### src/rtl/mem_access_unit.sv
// Load/store sequencer between the MEM stage and a word-wide data memory.
// Sub-word stores are done as read-modify-write; loads are lane-extracted and extended.
module mem_access_unit #(
  parameter int unsigned DM_AW = 7
) (
  input  logic             clk,
  input  logic             rst,
  input  logic             req_valid,
  output logic             req_ready,
  input  logic             req_we,
  input  logic [1:0]       req_size,
  input  logic             req_unsigned,
  input  logic [31:0]      req_addr,
  input  logic [31:0]      req_wdata,
  output logic             resp_valid,
  output logic [31:0]      resp_rdata,
  output logic             resp_err,
  output logic             dm_we,
  output logic [DM_AW-1:0] dm_addr,
  output logic [31:0]      dm_din,
  output logic [3:0]       dm_loadsel,
  output logic [1:0]       dm_byte,
  input  logic [31:0]      dm_dout
);

  typedef enum logic [1:0] {StIdle, StRd, StWr, StResp} state_e;

  state_e           state_q, state_d;
  logic             we_q, we_d;
  logic [1:0]       size_q, size_d;
  logic             uns_q, uns_d;
  logic [DM_AW+1:0] addr_q, addr_d;
  logic [31:0]      wdata_q, wdata_d;
  logic [31:0]      word_q, word_d;
  logic [31:0]      rdata_q, rdata_d;
  logic             err_q, err_d;

  logic        req_mis, req_oor, req_err;
  logic [31:0] merged, extended;
  logic [7:0]  rd_byte;
  logic [15:0] rd_half;

  always_comb begin
    unique case (req_size)
      2'b00:   req_mis = 1'b0;
      2'b01:   req_mis = req_addr[0];
      2'b10:   req_mis = (req_addr[1:0] != 2'b00);
      default: req_mis = 1'b1;
    endcase
    req_oor = |(req_addr >> (DM_AW + 2));
    req_err = req_mis | req_oor;
  end

  // Store merge works on the word sampled in StRd; word stores bypass it.
  always_comb begin
    merged = word_q;
    unique case (size_q)
      2'b00:   merged[{addr_q[1:0], 3'b000} +: 8] = wdata_q[7:0];
      2'b01:   merged[{addr_q[1], 4'b0000} +: 16] = wdata_q[15:0];
      default: merged = wdata_q;
    endcase
  end

  always_comb begin
    rd_byte = dm_dout[{addr_q[1:0], 3'b000} +: 8];
    rd_half = dm_dout[{addr_q[1], 4'b0000} +: 16];
    unique case (size_q)
      2'b00:   extended = uns_q ? {24'b0, rd_byte} : {{24{rd_byte[7]}}, rd_byte};
      2'b01:   extended = uns_q ? {16'b0, rd_half} : {{16{rd_half[15]}}, rd_half};
      default: extended = dm_dout;
    endcase
  end

  always_comb begin
    state_d = state_q;
    we_d    = we_q;
    size_d  = size_q;
    uns_d   = uns_q;
    addr_d  = addr_q;
    wdata_d = wdata_q;
    word_d  = word_q;
    rdata_d = rdata_q;
    err_d   = err_q;
    unique case (state_q)
      StIdle: begin
        if (req_valid) begin
          we_d    = req_we;
          size_d  = req_size;
          uns_d   = req_unsigned;
          addr_d  = req_addr[DM_AW+1:0];
          wdata_d = req_wdata;
          if (req_err) begin
            state_d = StResp;
            rdata_d = 32'b0;
            err_d   = 1'b1;
          end else if (req_we && req_size == 2'b10) begin
            state_d = StWr;
          end else begin
            state_d = StRd;
          end
        end
      end
      StRd: begin
        word_d = dm_dout;
        if (we_q) begin
          state_d = StWr;
        end else begin
          state_d = StResp;
          rdata_d = extended;
          err_d   = 1'b0;
        end
      end
      StWr: begin
        state_d = StResp;
        rdata_d = 32'b0;
        err_d   = 1'b0;
      end
      StResp: state_d = StIdle;
      default: state_d = StIdle;
    endcase
  end

  always_ff @(posedge clk or posedge rst) begin
    if (rst) begin
      state_q <= StIdle;
      we_q    <= 1'b0;
      size_q  <= 2'b00;
      uns_q   <= 1'b0;
      addr_q  <= '0;
      wdata_q <= 32'b0;
      word_q  <= 32'b0;
      rdata_q <= 32'b0;
      err_q   <= 1'b0;
    end else begin
      state_q <= state_d;
      we_q    <= we_d;
      size_q  <= size_d;
      uns_q   <= uns_d;
      addr_q  <= addr_d;
      wdata_q <= wdata_d;
      word_q  <= word_d;
      rdata_q <= rdata_d;
      err_q   <= err_d;
    end
  end

  // Pure state decodes, so an async reset drops them immediately.
  assign req_ready  = (state_q == StIdle);
  assign resp_valid = (state_q == StResp);
  assign dm_we      = (state_q == StWr);
  assign resp_rdata = rdata_q;
  assign resp_err   = err_q;
  assign dm_addr    = addr_q[DM_AW+1:2];
  assign dm_byte    = addr_q[1:0];
  assign dm_din     = merged;
  assign dm_loadsel = 4'b0000;

endmodule

### config.mk
export PLATFORM = sky130hd
export DESIGN_NAME = mem_access_unit
export DESIGN_NICKNAME = d
export VERILOG_FILES = /design/src/rtl/mem_access_unit.sv
export SDC_FILE = /design/constraint.sdc
export NUM_CORES = 1
export LEC_CHECK = 0
export ABC_AREA = 1
export BUFFER_PORTS_ARGS = -buffer_cell sky130_fd_sc_hd__buf_2
export CAP_MARGIN = 20
export CORE_ASPECT_RATIO = 0.6
export CORE_MARGIN = 4
export CORE_UTILIZATION = 45
export CTS_CLUSTER_DIAMETER = 150
export DETAILED_ROUTE_END_ITERATION = 6
export PLACE_DENSITY_LB_ADDON = 0.08
export SYNTH_ARGS = -nofsm -noshare
export SYNTH_HDL_FRONTEND = slang
export SYNTH_SLANG_ARGS = --single-unit
export TNS_END_PERCENT = 100
### constraint.sdc
create_clock -name clk -period 4.8 [get_ports clk]
set_clock_uncertainty 0.1 [all_clocks]
set_input_delay 0.24 -clock clk [delete_from_list [all_inputs] [get_ports clk]]
set_output_delay 0.24 -clock clk [all_outputs]
set_load 0.03 [all_outputs]
==> key figures, run 1 <==
Placement
  – RD Place Congestion: between 0.9 and 1
  – PortBufs: 179
  – Final HPWL DP: between 15000 and 20000 µm
  – Placed cell count: ~1100

Yosys
  – Synth area leader: dfrtp_1
  – Post-Synthesis Cell Area: ~0.0063 mm²
  – Synth area leaders: dfrtp_1 (45%), nand2_1 (13%), mux2_2 (4.3%), inv_1 (4.0%), o21ai_0 (3.7%)
  – Top-area cell type share of the netlist area: between 40 and 50%
  – Sequential fraction of the synthesis area: 44.5%
  – Top-count cell post-synth: nand2_1
  – Top FF cell, synth: dfrtp_1
  – Asr flop ratio synth: 100%
  – Post-synth EDFFs: 0
  – Mean Syn Cell Area: 8.03 µm²
  – Number of synthesized register bits: ~110
  – Gate Count Post-Synth: 784
  – Commonest cells post-synth: nand2_1 (219), dfrtp_1 (112), inv_1 (67)
  – Synth cell types: 35
  – Ys Warns: 0

Clock network
  – Setup Buffers After CTS: 0
  – CTS tree: yes
  – Num CTS Buffers: 9
  – H-tree levels: 3
  – Post-CTS sizing: 0
  – Clk_lat worst skew: roughly 360 ps
  – Clock Path Buffers: 2
  – CTS root buffer: clkbuf_16
  – Clock tree sinks: 112
  – Clock transition at path regs: around 80 ps

Pwr
  – Static Leak: 3.89 nW
  – VDD IR max: around 0.41 mV
  – Power per cell area: 795 mW/mm²

Outcome
  – Run status: complete, but fails checks
  – Failing checks: hold timing

Timing
  – Pins Over Slew Limit: 0
  – F_max: 0.305 GHz
  – Final Cycle Share: between 60% and 70%
  – Hold Violations, Final: 3
  – Unrepaired setup endpoints after global routing: false
  – Max_slew headroom: between 30% and 40%
  – # setup viols final: 0
  – Minimum clock period: 3280 ps
  – Worst Tran Pin Value: ~1000 ps
  – Setup TNS: 0 ps
  – Final Hold Slack: -13.3 ps

Global route
  – First-pass GRT wire length: approximately 33000 µm
  – Largest net degree at the start of global routing: 84
  – GR peak layer: met1
  – Number of global-route vias before repair: about 6000
  – Met1 usage: approximately two fifths
  – Gr usage total: between 20% and 30%
  – GR Overflow Total: 0
  – Initial antenna violation count: 0
  – M3 GR Usage: between 5 and 6%
  – Met2 Usage GRT: between 30% and 40%

Setup path
  – R2R depth: 5
  – Crit. End Element: output port
  – Crit path DAT: ~2900 ps
  – Worst-path maximum fanout: 15
  – Req. time, crit path: 4460 ps
  – Critical path launch point type: register
  – Kind of critical path: reg -> out

Finish
  – Nets: 1045
  – Syn-to-layout area delta: 19.4%
  – Layout cell share with drive strength beyond 1: between 20 and 30%
  – Non-Filler Instances: 1130
  – N_diodes: 0

Route
  – WL final: 20500 µm
  – Total number of vias: approximately 6200
  – Wire per inst: roughly 18 µm
  – DRT Pass-1 Iters: 5
  – Post-DRT Antenna Nets: 0
  – Vias per inst: 5.45
  – DRT iter0 DRCs: a little under 600
  – DRC: 0

Floorplanning
  – Die Area: 0.0160 mm²
  – Io pins: about 180
  – Initial Util: between 40% and 50%
  – Die Width: 161 µm
  – Core region area: around 0.014 mm²
  – Die Ht: 99.6 µm
  – Row cnt: 33

Worst hold path
  – HP Class: in -> async

Run
  – # Max-Cap Violations: 0
==> worst paths after layout <==
path | slack [ps] | end | startpoint
worst max-delay path | 1520 | dm_din[11] | addr_q[0]
worst max register to register | 2450 | resp_rdata[17] | size_q[1]
max in group asynchronous | 3500 | wdata_q[19] | rst
min in group clk | 10 | wdata_q[25] | req_wdata[25]
worst min-delay path | -10 | word_q[19] | rst
worst min register to register | 380 | resp_rdata[21] | resp_rdata[21]
==> state kept, by name, summed over array words and instances (netlist names) <==
name / flops
word_q: 32
we_q: 1
state_q: 2
uns_q: 1
addr_q: 9
wdata_q: 32
resp_err: 1
size_q: 2
resp_rdata: 32
==> repair_timing <==
action | CTS | global route
hold buffers | 0 | 1
endpoints found under the hold margin | 0 | 1
setup endpoints to repair | 0 | 0
==> power by group <==
part | total (mW) | switching [mW] | internal (mW)
Combinational | 3.54 | 2.51 | 1.03
Sequential | 1.68 | 0.285 | 1.40
Clock | 0.754 | 0.380 | 0.374
Total | 5.98 | 3.17 | 2.80
==> critical path, cell delays in order, from the launching register on <==
cell      delay [ps]
dfrtp_1          650
inv_1            300
ha_1             430
inv_1            150
nand3_1          280
o22ai_1          230
nand2_1           70
o221ai_1         190
buf_2            280
==> final cells by class <==
class / instances / area [µm²]
timing repair buffer: 185 / 943
clock buffer: 10 / 239
fill: 1355 / 6150
clock inverter: 6 / 48.8
sequential: 112 / 2800
multi-input combinational: 552 / 2960
inverter: 73 / 287
tap: 192 / 240
==> cells by family (layout without fill, tap and decap cells) <==
family	count (synthesis)	count (layout)	share of synthesized area, %
fa+ha+maj	9	9	1.79
mux	24	24	4.29
other cells	1	4	0.0596
buf+inv	123	274	8.77
compound gates	169	169	16.0
flops	112	112	44.5
simple gates	346	346	24.5
==> metrics by stage <==
step	utilization (%)	total power, mW	instance area [µm²]	setup slack, ps	hold slack (ps)
after global routing	55.0	6.40	7520	1270	4.48
after floorplan	-	4.23	6310	1500	257
after detailed placement	52.8	5.21	7220	2030	361
after global placement	52.8	5.15	7220	2020	362
final	55.0	5.98	7520	1520	-13.3
after CTS	54.9	5.97	7510	1630	0.143
==> layer usage <==
| layer | part of all wire, % | wire length (µm) |
|---|---|---|
| met1 | 49 | 10000 |
| met2 | 41 | 8490 |
| met3 | 9.2 | 1890 |
| met4 | 0.54 | 111 |
| met5 | 0 | 0 |
==> cell usage in the layout, fill, tap and decap left out, drive strengths merged, types with 24 or more instances in the layout <==
master / count
nand2: 224
buf: 184
dfrtp: 112
inv: 76
o21ai: 71
nor2: 47
a21oi: 42
nand3: 35
o22ai: 33
mux2: 24
No activity file was read; power rests on OpenSTA's default activity.
==> run 2: changes to the inputs <==
Settings changed: ABC_AREA 1 to 0.
Clock period 4.8 ns to 3.3 ns, I/O delays scaled along.
==> run 2 against run 1 <==
  * The run now ends clean
  * Sequential share of layout area fell by 2.7 points
  * Worst setup slack lost 1200 ps
  * Largest power group unchanged
  * Clock power is 54% higher
  * Utilization rose by 4.0 points
  * Cell count down 11%
  * Synthesized area increased by 1.1%
  * Worst hold slack better by 29 ps
  * First-iteration DRC count shrank 7.8%
  * Sequential power up 62%
  * Via count shrank 7.8%
  * Non-clock buffer count is 57 higher
  * Critical path type unchanged
  * Combinational power grew 51%
==> key figures, run 2 <==
Run
  – # Max-Cap Violations: 0 (unchanged)

Finish
  – Filler Cells Inserted: 1239 (-8.6%)
  – Nets: 918 (-12%)
  – Syn-to-layout area delta: 27.5%
  – N_diodes: 0 (unchanged)
  – Most frequent cells in the layout: buf_2 (179), dfrtp_1 (110), mux2_2 (78), nand2_1 (60), a21oi_1 (57)
  – Layout cell share with drive strength beyond 1: 38.3% (+9.8 points)
  – Final Util: 59.0% (+4.0 points)
  – Post-route cell area: 0.00812 mm² (+8.0%)
  – Commonest non-fill, non-tap cell in the layout: buf_2
  – Non-Filler Instances: 1003 (-11%)

Placement
  – Placed Area: 0.00729 mm² (+1.0%)
  – PortBufs: 179 (unchanged)
  – Placed cell count: 936 (-16%)
  – Final HPWL DP: 14800 µm (-5.6%)
  – RD Place Congestion: 0.867 (-10%)

Timing
  – Setup TNS: 0 ps (unchanged)
  – Unrepaired setup endpoints after global routing: false
  – Final Cycle Share: about nine tenths
  – Minimum clock period: 3010 ps
  – Max_slew headroom: 29.9% (-3.5 points)
  – Pins Over Slew Limit: 0 (unchanged)
  – F_max: approximately 0.33 GHz
  – Hold Violations, Final: 0 (-3)
  – Worst Tran Pin Value: 1050 ps (+49.9 ps)
  – # setup viols final: 0 (unchanged)

Global route
  – GR peak layer: met1
  – Initial antenna violation count: 0 (unchanged)
  – Met2 Usage GRT: 36.5% (-0.32 points)
  – Number of global-route vias before repair: 5663 (-4.6%)
  – Largest net degree at the start of global routing: 52 (-38%)
  – Met1 usage: 37.5% (-3.5 points)
  – M3 GR Usage: 5.42% (-0.049 points)
  – Gr usage total: 24.7% (-1.0 points)
  – GR Overflow Total: 0 (unchanged)
  – First-pass GRT wire length: 31200 µm (-5.0%)

Clock network
  – Clock transition at path regs: 80 ps (about the same)
  – Clock tree sinks: 112 (unchanged)
  – Clk_lat worst skew: 350 ps (about the same)
  – Clock Path Buffers: 2 (unchanged)
  – CTS root buffer: clkbuf_16
  – CTS tree: yes
  – Num CTS Buffers: 9 (unchanged)
  – H-tree levels: 3 (unchanged)

Yosys
  – Ys Warns: 0 (unchanged)
  – Post-Synthesis Cell Area: 0.00636 mm² (+1.1%)
  – Synth area leader: dfrtp_1
  – Sequential fraction of the synthesis area: 44.0% (-0.49 points)
  – Post-synth EDFFs: 0 (unchanged)
  – Mean Syn Cell Area: 10.5 µm² (+31%)
  – Gate Count Post-Synth: 607 (-23%)
  – Asr flop ratio synth: 100% (unchanged)
  – Top FF cell, synth: dfrtp_1
  – Synth area leaders: dfrtp_1 (44%), mux2_2 (14%), a21oi_1 (4.5%), mux2i_1 (3.6%), nand2_1 (3.6%)
  – Top-area cell type share of the netlist area: 44.0% (-0.49 points)
  – Number of synthesized register bits: 112 (unchanged)
  – Top-count cell post-synth: dfrtp_1
  – Synth cell types: 48 (+37%)
  – Commonest cells post-synth: dfrtp_1 (112), mux2_2 (78), nand2_1 (61)

Pwr
  – Internal Power: 4.62 mW (+65%)
  – VDD IR max: 0.631 mV (+53%)
  – Static Leak: 3.76 nW (-3.3%)
  – Sequential power share: 29.6% (+1.4 points)
  – NetSw: 4.61 mW (+45%)
  – Clock power share: 12.5% (about the same)
  – Power per cell area: 1140 mW/mm² (+43%)
  – Combinational share of power: 57.9% (-1.3 points)
  – Fraction of power spent switching nets: 50.0% (-3.1 points)

Route
  – Total number of vias: 5684 (-7.8%)
  – Vias per inst: 5.67 (+3.9%)
  – DRT iter0 DRCs: 546 (-7.8%)
  – DRC: 0 (unchanged)
  – Wire per inst: 20.0 µm (+10%)
  – DRT Pass-1 Iters: 5 (unchanged)
  – Post-DRT Antenna Nets: 0 (unchanged)
  – WL final: 20100 µm (-2.1%)

Setup path
  – Critical path launch point type: register
  – Crit path DAT: 2750 ps (-190 ps)
  – Worst flop-to-flop path endpoint: resp_rdata[8]
  – Kind of critical path: reg -> out
  – Crit. End Element: output port
  – Req. time, crit path: 3030 ps (-1430 ps)
  – R2r setup slk: 1020 ps (-1430 ps)
  – Worst-path maximum fanout: 13 (-2)
  – FF-to-FF Start: state_q[0]
  – R2R depth: 7 (+2)

Floorplanning
  – Die Width: 162 µm (+0.53%)
  – Row cnt: 33 (unchanged)
  – Die Area: 0.0162 mm² (+1.0%)
  – Core region area: 0.0137 mm² (+0.60%)
  – Initial Util: 46.3% (+0.23 points)
  – Io pins: 184 (unchanged)
  – Die Ht: 100 µm (+0.51%)

Outcome
  – Run status: complete, no violations

Worst hold path
  – HP Class: in -> reg
  – Hold_sp: dm_dout[11]
  – Hold Path Depth: 2
  – Hold EP: word_q[11]
[run 2: changes by cell type after synthesis, moves of 28 or more]
| cell | change |
|---|---|
| nand2_1 | -158 |
| mux2_2 | +54 |
| o21ai_0 | -28 |
| nor2b_1 | +34 |
| inv_1 | -62 |
| o22ai_1 | -30 |
| nand3_1 | -33 |
| nor2_1 | -36 |
[run 2: logic make-up after synthesis]
logic type	count (synthesis)	synth area share (%)
buffers and inverters	63	5.35
other	1	0.0589
multiplexers	102	17.6
adder cells (fa/ha/maj)	9	1.77
flip-flops	112	44.0
AO/OA/AOI/OAI	191	20.9
AND/OR/NAND/NOR	129	10.3
[run 2: power by group through the flow]
stage	sequential [mW]	clock (mW)	combinational (mW)
after floorplan	2.67	0	3.94
after global placement	2.70	0	5.18
after detailed placement	2.73	0	5.27
after CTS	2.70	1.18	5.33
after global routing	2.79	1.24	5.78
final	2.73	1.16	5.34
[run 2: area by class of cell]
class                   count  area (µm²)  area share, %
repair buffers            242        1500           18.4
clock inverters             7        85.1           1.05
clock buffers               9         225           2.77
multi-input cells         435        3240           39.9
flip-flops and latches    112        2810           34.6
inverters                   6        27.5          0.339
well taps                 192         240           2.96
[run 2: timing repair]
action	4_1_cts	5_1_grt
hold buffers	51	0
setup buffers	0	0
endpoints found under the hold margin	99	0
setup endpoints to repair	0	1
resized for setup	0	1
[run 2: critical path: stages, from the launching register on]
cell and delay [ps]:
dfrtp_1 570, inv_1 160, ha_1 380, nor2_1 240, and4_1 440, a21oi_1 110
o21ai_0 230, buf_2 250
[run 2: layer usage]
metal,vias up,wire length (µm)
met5,-,0
met4,0,250
met3,24,1660
met2,256,8610
met1,2774,9560
li1,2630,-
[run 2: how the worst max path moves through the flow]
stage | startpoint | to | slack (ps) | cells after the start
final | addr_q[0] | dm_din[14] | 290 | 7
after global routing | addr_q[0] | dm_din[12] | 60 | 7
after CTS | addr_q[0] | dm_din[20] | 320 | 8
after detailed placement | addr_q[0] | dm_din[20] | 700 | 8
after global placement | addr_q[0] | dm_din[20] | 810 | 8
after floorplan | rst | addr_q[0] | 80 | 1
[run 2: stage by stage]
stage / hold slack [ps] / worst slack [ps] / total power [mW]
4_1_cts: 1.13 / 322 / 9.21
2_1_floorplan: 216 / 76.0 / 6.61
3_5_place_dp: 207 / 698 / 7.99
5_1_grt: 7.93 / 56.4 / 9.81
6_report: 15.9 / 289 / 9.22
3_3_place_gp: 196 / 809 / 7.89
